`src/rtl/seq_div_pkg.sv`:
```
// Shared types and constants for the sequential restoring divider.
package seq_div_pkg;

    typedef enum logic [1:0] {
        IDLE = 2'd0,
        RUN  = 2'd1,
        DONE = 2'd2
    } state_e;

    localparam int DIV_WIDTH = 4;

    // One spare bit so the counter can hold the final value 2*WIDTH itself.
    function automatic int cnt_width(input int w);
        return $clog2(2 * w) + 1;
    endfunction

    localparam int DIV_CNT_W = cnt_width(DIV_WIDTH);

endpackage

```
`src/rtl/div_step.sv`:
```
// Single restoring-division cell: shift one dividend bit into the partial
// remainder, subtract the divisor when it fits, and emit the quotient bit.
module div_step #(
    parameter int WIDTH = 4
) (
    input  logic [WIDTH:0]   pr_i,
    input  logic             bit_i,
    input  logic [WIDTH-1:0] divisor_i,
    output logic [WIDTH:0]   pr_o,
    output logic             q_o
);

    logic [WIDTH+1:0] ext;

    // The shifted value gets one extra bit so the "trial is non-negative" test
    // stays exact even when divisor==0 lets the remainder fill all its bits.
    assign ext  = {pr_i, bit_i};
    assign q_o  = (ext >= {2'b00, divisor_i});
    assign pr_o = q_o ? (ext[WIDTH:0] - {1'b0, divisor_i}) : ext[WIDTH:0];

endmodule

```
`src/rtl/seq_restoring_divider.sv`:
```
// Iterative radix-2 restoring divider: 2*WIDTH-bit dividend / WIDTH-bit divisor,
// one quotient bit per clock, valid/ready on both sides, no overlap between ops.
module seq_restoring_divider
    import seq_div_pkg::*;
#(
    parameter int WIDTH = DIV_WIDTH
) (
    input  logic               clk,
    input  logic               rst,
    input  logic               in_valid,
    output logic               in_ready,
    input  logic [2*WIDTH-1:0] dividend,
    input  logic [WIDTH-1:0]   divisor,
    output logic               out_valid,
    input  logic               out_ready,
    output logic [2*WIDTH-1:0] quotient,
    output logic [WIDTH-1:0]   remainder,
    output logic               div_by_zero
);

    localparam int DW = 2 * WIDTH;
    localparam int CW = cnt_width(WIDTH);
    localparam logic [CW-1:0] LAST = CW'(DW);

    state_e            state_q;
    logic [DW-1:0]     dq_q;
    logic [WIDTH-1:0]  dvs_q;
    logic [WIDTH:0]    pr_q;
    logic [WIDTH:0]    pr_d;
    logic              qbit_d;
    logic [CW-1:0]     cnt_q;
    logic              dbz_r_q;

    logic              in_ready_q;
    logic              out_valid_q;
    logic [DW-1:0]     quotient_q;
    logic [WIDTH-1:0]  remainder_q;
    logic              dbz_q;

    div_step #(
        .WIDTH(WIDTH)
    ) u_step (
        .pr_i     (pr_q),
        .bit_i    (dq_q[DW-1]),
        .divisor_i(dvs_q),
        .pr_o     (pr_d),
        .q_o      (qbit_d)
    );

    // Dividend and quotient share one shift register: dividend bits leave at
    // the MSB while quotient bits enter at the LSB.
    always_ff @(posedge clk or posedge rst) begin
        if (rst) begin
            state_q     <= IDLE;
            dq_q        <= '0;
            dvs_q       <= '0;
            pr_q        <= '0;
            cnt_q       <= '0;
            dbz_r_q     <= 1'b0;
            in_ready_q  <= 1'b1;
            out_valid_q <= 1'b0;
            quotient_q  <= '0;
            remainder_q <= '0;
            dbz_q       <= 1'b0;
        end else begin
            case (state_q)
                IDLE: begin
                    if (in_valid) begin
                        dq_q       <= dividend;
                        dvs_q      <= divisor;
                        pr_q       <= '0;
                        cnt_q      <= '0;
                        dbz_r_q    <= (divisor == '0);
                        in_ready_q <= 1'b0;
                        state_q    <= RUN;
                    end
                end
                RUN: begin
                    if (cnt_q == LAST) begin
                        quotient_q  <= dq_q;
                        remainder_q <= pr_q[WIDTH-1:0];
                        dbz_q       <= dbz_r_q;
                        out_valid_q <= 1'b1;
                        state_q     <= DONE;
                    end else begin
                        pr_q  <= pr_d;
                        dq_q  <= {dq_q[DW-2:0], qbit_d};
                        cnt_q <= cnt_q + CW'(1);
                    end
                end
                DONE: begin
                    if (out_ready) begin
                        out_valid_q <= 1'b0;
                        in_ready_q  <= 1'b1;
                        state_q     <= IDLE;
                    end
                end
                default: begin
                    state_q     <= IDLE;
                    in_ready_q  <= 1'b1;
                    out_valid_q <= 1'b0;
                end
            endcase
        end
    end

    assign in_ready    = in_ready_q;
    assign out_valid   = out_valid_q;
    assign quotient    = quotient_q;
    assign remainder   = remainder_q;
    assign div_by_zero = dbz_q;

endmodule
```
`config.mk`:
```
export PLATFORM = sky130hd
export DESIGN_NAME = seq_restoring_divider
export DESIGN_NICKNAME = d
export VERILOG_FILES = /design/src/rtl/seq_div_pkg.sv /design/src/rtl/div_step.sv /design/src/rtl/seq_restoring_divider.sv
export SDC_FILE = /design/constraint.sdc
export NUM_CORES = 1
export LEC_CHECK = 0
export BUFFER_PORTS_ARGS = -buffer_cell sky130_fd_sc_hd__buf_4
export CORE_MARGIN = 2
export CORE_UTILIZATION = 59
export DETAILED_ROUTE_END_ITERATION = 10
export PLACE_DENSITY_LB_ADDON = 0.25
export SYNTH_ARGS = -nofsm -noshare
export SYNTH_HDL_FRONTEND = slang
export SYNTH_SLANG_ARGS = --single-unit
export TNS_END_PERCENT = 1
```
`constraint.sdc`:
```
create_clock -name clk -period 3.4 [get_ports clk]
set_input_delay 0.68 -clock clk [delete_from_list [all_inputs] [get_ports clk]]
set_output_delay 0.68 -clock clk [all_outputs]
set_load 0.1 [all_outputs]
```
==> tab_implementation.tex, run 1 <==
\begin{tabular}{lr}
\hline
Metric & Value \\
\hline
\multicolumn{2}{l}{\textbf{Timing}} \\
Final setup violation count & 0 \\
Unrepaired setup endpoints after global routing & false \\
Slew at the pin closest to its max-slew limit & between 0.6 and 0.7 ns \\
Accumulated negative setup slack & 0 ns \\
Final Critical Period & around 2.1 ns \\
Max-slew violation count & 0 \\
Post-Route Skew & $\sim$0.010 ns \\
Maximum clock rate & 470 MHz \\
Hold\_ws & 0.426 ns \\
Normalized max-slew margin & between 50 and 60\% \\
Final Cycle Share & between 60\% and 70\% \\
Final-report hold violation count & 0 \\
\multicolumn{2}{l}{\textbf{Clocking}} \\
Post-CTS setup repair buffer count & 0 \\
Latest clock arrival within the worst-skew pair & roughly 0.34 ns \\
CTS tree & built \\
Register clock-pin slew on the reported worst setup and hold paths & $\sim$0.11 ns \\
Largest buffer count on any clock path & 2 \\
Number of hold buffers added after CTS & 0 \\
Number of sinks handled by clock tree synthesis & 39 \\
Post\_cts resized & 0 \\
H-tree Lvls & 2 \\
Clock Tree Root & clkbuf\_4 \\
Total CTS buffers & 5 \\
\multicolumn{2}{l}{\textbf{Setup path}} \\
Depth of the most critical reg-to-reg path & 7 \\
Startpoint of the worst-slack reg-to-reg timing path & dq\_q[7]\$\_DFFE\_PP0P\_ \\
WP data arrival & 2.33 ns \\
FF-to-FF setup slack & roughly 1.3 ns \\
Terminus of the critical flop-to-flop path & pr\_q[0]\$\_DFFE\_PP0P\_ \\
Cell at the slowest stage of the critical path & dfrtp\_1 \\
Kind of capture point of the worst setup path & flip-flop \\
Startpoint type of the worst setup path & flip-flop \\
Maximum fanout along the worst path & 4 \\
Required time of the critical path & 3.61 ns \\
Crit-path leading delay family & compound AO/OA/AOI/OAI gates \\
Crit. Startpoint & dq\_q[7]\$\_DFFE\_PP0P\_ \\
Longest individual stage delay on the worst path & around 0.39 ns \\
Count of buffering cells on the critical path with inverters included & 1 \\
Worst setup path category & reg2reg \\
Cell chain of the critical path & inv\_1, ha\_1, fa\_1, nand2b\_1, a21oi\_1, nor2\_1, o311ai\_0 \\
\multicolumn{2}{l}{\textbf{Logic synthesis}} \\
Mapped Cells & roughly 170 \\
Syn\_nets & roughly 190 \\
Number of warnings reported in the yosys synthesis log & 0 \\
Avg Inst Size Synth & $\sim$11 um2 \\
Netlist area before placement & between 1500 and 2000 um2 \\
Register area share after synthesis & $\sim$51\% \\
Number of different library cells in the post-synthesis netlist & 39 \\
Register bit count reported by yosys & 39 \\
\multicolumn{2}{l}{\textbf{Global routing}} \\
Number of global-route vias before repair & around 1400 \\
Overflow after GRT & 0 \\
Initial antenna violation count & 0 \\
Pin count of the biggest net entering global routing & 25 \\
Wire length of the first global-routing pass & 6030 um \\
Total routing resource utilization after global routing & 22.7\% \\
\multicolumn{2}{l}{\textbf{Floorplanning}} \\
Starting Density & 62.2\% \\
Number of top-level design ports & 31 \\
Std-Cell Core Area & between 3000 and 4000 um2 \\
Die Y-Extent & about 61 um \\
Rows & 20 \\
Overall die area & 3690 um2 \\
Horizontal extent of the die & 60.7 um \\
\multicolumn{2}{l}{\textbf{Drt}} \\
Number of vias in the routed layout & about 1400 \\
Wirelength, routed & between 3000 and 4000 um \\
Via-to-Cell Ratio & between 5 and 6 \\
Wire length per cell & between 10 and 15 um \\
Starting DRC count in detailed routing & 70 \\
Router iterations before antenna repair & 4 \\
Post-route DRC violation count & 0 \\
Post-route ant nets & 0 \\
\multicolumn{2}{l}{\textbf{Status}} \\
Status & complete, no violations \\
\multicolumn{2}{l}{\textbf{Placed design}} \\
Number of input and output port buffers inserted & 30 \\
HPWL reported at the end of detailed placement & 2730 um \\
Final Wtd Congestion & $\sim$0.94 \\
\multicolumn{2}{l}{\textbf{Run}} \\
Maxcap violations & 0 \\
\multicolumn{2}{l}{\textbf{Finish}} \\
ANT cells & 0 \\
Most common library cell in the layout ignoring fill and taps & dfrtp\_1 \\
Commonest non-fill, non-tap cells in the layout & dfrtp\_1, buf\_4, nand2\_1 \\
Proportion of layout cells with a drive suffix above 1 & a little under a third \\
Area overhead of the layout relative to synthesis & 18.3\% \\
Nets & about 230 \\
\multicolumn{2}{l}{\textbf{Min path}} \\
Classification of the worst-slack hold path & in2async \\
\hline
\end{tabular}
==> registers in the layout, indices dropped and copies added (netlist names) <==
name	flops
remainder	4
dq_q	8
cnt_q	4
dbz_r_q	1
dvs_q	4
div_by_zero	1
quotient	8
out_valid	1
pr_q	5
in_ready	1
state_q	2
==> cells in the mapped netlist, drive strengths merged <==
| cell type | n | area [um2] |
|---|---|---|
| mux2 | 15 | 188 |
| nand2b | 3 | 18.8 |
| nand3 | 2 | 10.0 |
| dfstp | 1 | 26.3 |
| fa | 1 | 20.0 |
| nand4 | 5 | 31.3 |
| inv | 12 | 45.0 |
| o31ai | 4 | 35.0 |
| xor2 | 2 | 17.5 |
| nor3 | 2 | 10.0 |
| xnor2 | 1 | 8.76 |
| and2 | 1 | 6.26 |
| o311ai | 2 | 17.5 |
| o221ai | 1 | 8.76 |
| a221oi | 1 | 8.76 |
| dfrtp | 38 | 951 |
| nand2 | 20 | 77.6 |
| nor4 | 1 | 6.26 |
| a21oi | 5 | 25.0 |
| ha | 6 | 75.1 |
| and3b | 1 | 12.5 |
| a211o | 1 | 17.5 |
| nor2b | 1 | 6.26 |
| or3 | 1 | 6.26 |
| o21ai | 13 | 65.1 |
| mux2i | 7 | 70.1 |
| o22a | 1 | 8.76 |
| a32oi | 1 | 8.76 |
| nand3b | 1 | 7.51 |
| a21o | 1 | 7.51 |
| buf | 5 | 33.8 |
| nor2 | 13 | 67.6 |
==> kinds of logic after synthesis <==
logic type	synth area share, %
flops	51.5
xor+xnor	1.38
mux	13.6
simple gates	13.7
fa+ha+maj	5.01
compound gates	10.7
buf+inv	4.15
==> area by class of cell <==
| type | count | area [um2] |
|---|---|---|
| Sequential cell | 39 | 977 |
| Multi-Input combinational cell | 113 | 842 |
| Tap cell | 44 | 55.1 |
| Clock buffer | 6 | 51.3 |
| Inverter | 12 | 45.0 |
| Fill cell | 221 | 807 |
| Timing Repair Buffer | 32 | 240 |
| Clock inverter | 2 | 35.0 |
==> stage by stage <==
stage,area (um2),cells,setup WS (ns),utilization [%]
floorplan,1900,169,1.58,-
global placement,2160,240,1.43,70.7
detailed placement,2160,240,1.34,70.7
CTS,2250,248,1.30,73.6
global route,2250,248,1.15,73.6
finish,2250,248,1.27,73.6
==> worst max path at each step <==
stage / endpoint / cells past startpoint
2_1_floorplan: dbz_r_q$_DFFE_PP0P_ / 6
3_3_place_gp: dbz_r_q$_DFFE_PP0P_ / 6
3_5_place_dp: pr_q[1]$_DFFE_PP0P_ / 7
4_1_cts: pr_q[1]$_DFFE_PP0P_ / 7
5_1_grt: pr_q[0]$_DFFE_PP0P_ / 7
6_report: pr_q[0]$_DFFE_PP0P_ / 7
==> per-layer routing <==
metal / global-route usage, % / up-vias / routed length [um]
li1: - / 660 / -
met1: 28.3 / 672 / 1530
met2: 40.2 / 38 / 1870
met3: 6.40 / 5 / 163
met4: 3.73 / 0 / 27
met5: 0 / - / 0
Power of run 1 is not shown: default switching activity piles up to over one toggle a cycle in this logic, so the estimate is an artifact.
==> inputs of run 2 (changes only) <==
--- a/config.mk
+++ b/config.mk
@@ -7,7 +7,7 @@
 export LEC_CHECK = 0
 export BUFFER_PORTS_ARGS = -buffer_cell sky130_fd_sc_hd__buf_4
 export CORE_MARGIN = 2
-export CORE_UTILIZATION = 59
+export CORE_UTILIZATION = 50
 export DETAILED_ROUTE_END_ITERATION = 10
 export PLACE_DENSITY_LB_ADDON = 0.25
 export SYNTH_ARGS = -nofsm -noshare
==> constraint.sdc (replaced) <==
create_clock -name clk -period 1.7 [get_ports clk]
set_input_delay 0.34 -clock clk [delete_from_list [all_inputs] [get_ports clk]]
set_output_delay 0.34 -clock clk [all_outputs]
set_load 0.1 [all_outputs]
==> run 2 against run 1 <==
Against the previous run: the flow now finishes with violations (setup timing); non-clock buffer count rose by 18; hold slack got worse by 0.27 ns; first-iteration DRC count rose by 21%; critical path type unchanged; sequential cell count did not move; via count rose by 7.4%; maximum frequency rose by 22%; register-to-register slack got worse by 1.3 ns; highest routed layer unchanged; worst setup slack got worse by 1.3 ns; clock-buffer cell count rose by 1.
==> tab_implementation.tex, run 2 (synthesis results as in run 1) <==
\begin{tabular}{lr}
\hline
Metric & Value \\
\hline
\multicolumn{2}{l}{\textbf{Timing}} \\
Normalized max-slew margin & 67.1\% (+12 points) \\
Maximum clock rate & 573 MHz (+22\%) \\
Slew at the pin closest to its max-slew limit & 0.494 ns (-0.181 ns) \\
Final setup violation count & 8 (+8) \\
Max-slew violation count & 0 (unchanged) \\
Post-Route Skew & 0.0127 ns (+0.00266 ns) \\
Final-report hold violation count & 0 (unchanged) \\
Final Cycle Share & 103\% (+40 points) \\
Worst setup margin & -0.0446 ns (-1.32 ns) \\
Final Critical Period & 1.74 ns (-0.383 ns) \\
Unrepaired setup endpoints after global routing & true \\
\multicolumn{2}{l}{\textbf{Floorplanning}} \\
Horizontal extent of the die & 65.6 um (+8.1\%) \\
Rows & 22 (+10\%) \\
Starting Density & 51.8\% (-10 points) \\
Number of top-level design ports & 31 (unchanged) \\
Overall die area & 4300 um2 (+17\%) \\
Die Y-Extent & 65.6 um (+8.1\%) \\
Std-Cell Core Area & 3660 um2 (+20\%) \\
\multicolumn{2}{l}{\textbf{Drt}} \\
Wirelength, routed & 4220 um (+17\%) \\
Wire length per cell & 15.6 um (+7.6\%) \\
Number of vias in the routed layout & 1477 (+7.4\%) \\
Router iterations before antenna repair & 4 (unchanged) \\
Starting DRC count in detailed routing & 85 (+21\%) \\
Post-route ant nets & 0 (unchanged) \\
Post-route DRC violation count & 0 (unchanged) \\
Via-to-Cell Ratio & 5.47 (-1.3\%) \\
\multicolumn{2}{l}{\textbf{Global routing}} \\
Overflow after GRT & 0 (unchanged) \\
Number of global-route vias before repair & 1533 (+11\%) \\
Initial antenna violation count & 0 (unchanged) \\
Pin count of the biggest net entering global routing & 40 (+60\%) \\
Wire length of the first global-routing pass & 7080 um (+17\%) \\
Total routing resource utilization after global routing & 22.3\% (-0.41 points) \\
\multicolumn{2}{l}{\textbf{Setup path}} \\
Worst setup path category & reg2reg \\
Startpoint type of the worst setup path & flip-flop \\
Maximum fanout along the worst path & 4 (unchanged) \\
Crit. Startpoint & dvs\_q[1]\$\_DFFE\_PP0P\_ \\
WP data arrival & 1.94 ns (-0.39 ns) \\
Startpoint of the worst-slack reg-to-reg timing path & dvs\_q[1]\$\_DFFE\_PP0P\_ \\
Kind of capture point of the worst setup path & flip-flop \\
Required time of the critical path & 1.90 ns (-1.71 ns) \\
\multicolumn{2}{l}{\textbf{Placed design}} \\
Number of input and output port buffers inserted & 30 (unchanged) \\
Final Wtd Congestion & 0.921 (-1.6\%) \\
HPWL reported at the end of detailed placement & 2890 um (+5.6\%) \\
\multicolumn{2}{l}{\textbf{Run}} \\
Maxcap violations & 0 (unchanged) \\
\multicolumn{2}{l}{\textbf{Finish}} \\
Area overhead of the layout relative to synthesis & 32.4\% \\
Final design utilization & 68.7\% (-4.9 points) \\
Proportion of layout cells with a drive suffix above 1 & 43.2\% (+13 points) \\
Layout filler cell count & 262 (+19\%) \\
Most common library cell in the layout ignoring fill and taps & buf\_4 \\
Register cell area after layout & 977 um2 (unchanged) \\
ANT cells & 0 (unchanged) \\
Nets & 244 (+8.0\%) \\
Commonest non-fill, non-tap cells in the layout & buf\_4, dfrtp\_1, nand2\_1 \\
Area taken by multi-input logic gates & 952 um2 (+13\%) \\
\multicolumn{2}{l}{\textbf{Clocking}} \\
Register clock-pin slew on the reported worst setup and hold paths & 0.08 ns (-0.03 ns) \\
Clock Tree Root & clkbuf\_8 \\
Latest clock arrival within the worst-skew pair & 0.30 ns (-0.04 ns) \\
Total CTS buffers & 5 (unchanged) \\
Number of sinks handled by clock tree synthesis & 39 (unchanged) \\
CTS tree & built \\
H-tree Lvls & 2 (unchanged) \\
Largest buffer count on any clock path & 2 (unchanged) \\
\multicolumn{2}{l}{\textbf{Min path}} \\
Classification of the worst-slack hold path & in2async \\
\multicolumn{2}{l}{\textbf{Status}} \\
Status & complete, but fails checks \\
Violated checks & setup timing \\
\hline
\end{tabular}
## run 2: cell types whose count changed in the layout (fill, tap and decap cells not counted), moves of 3 or more
cell,delta
clkbuf_4,-5
inv_1,-3
ha_4,+5
buf_4,+18
ha_1,-5
clkbuf_8,+6
inv_2,+3
## run 2: through the flow
step	hold WS, ns	cell area, um2	setup slack, ns	std cells	TNS, ns
floorplan	0.426	1910	-0.0468	169	-0.286
global placement	0.463	2290	-0.0833	259	-0.251
detailed placement	0.476	2290	-0.183	259	-0.728
CTS	0.167	2500	-0.0207	270	-0.0964
global route	0.214	2510	-0.105	270	-0.866
finish	0.151	2510	-0.0446	270	-0.175
## run 2: worst paths after layout
check	to	slack, ns	cells past startpoint
worst min register to register	quotient[7]$_DFFE_PP0P_	0.49	2
max in group asynchronous	dvs_q[0]$_DFFE_PP0P_	1.18	3
worst min-delay path	quotient[6]$_DFFE_PP0P_	0.15	3
worst max register to register	pr_q[1]$_DFFE_PP0P_	-0.04	6
min in group clk	state_q[1]$_DFFE_PP0P_	0.22	2
worst max-delay path	pr_q[1]$_DFFE_PP0P_	-0.04	6
## run 2: area by class of cell
cell class	count	area share, %
Clock buffer	7	3.83
Clock inverter	1	0.299
Inverter	12	1.79
Multi-Input combinational cell	113	37.9
Sequential cell	39	38.9
Tap cell	48	2.39
Timing Repair Buffer	50	14.9
## run 2: routing by layer
metal	global-route usage (%)	up-vias	share of wire [%]
met5	0	-	0
met3	6.16	15	5.7
met2	36.5	50	49
met1	27.1	721	42
li1	-	691	-
met4	11.2	0	3.7
## run 2: what timing repair did
| item | 4_1_cts | 5_1_grt |
|---|---|---|
| setup endpoints to repair | 11 | 12 |
| buffers inserted | 3 | 0 |
| pin swaps | 4 | 3 |
| gates resized for setup | 15 | 3 |
| hold buffers | 0 | 0 |
## run 2: worst max-delay path: stages (launching register included)
cell      delay (ns)
dfrtp_1         0.41
buf_4           0.16
fa_2            0.38
nand2b_4        0.17
a21oi_4         0.17
nor2_2          0.10
o311ai_2        0.28
Power of run 2 is left out for the same reason.
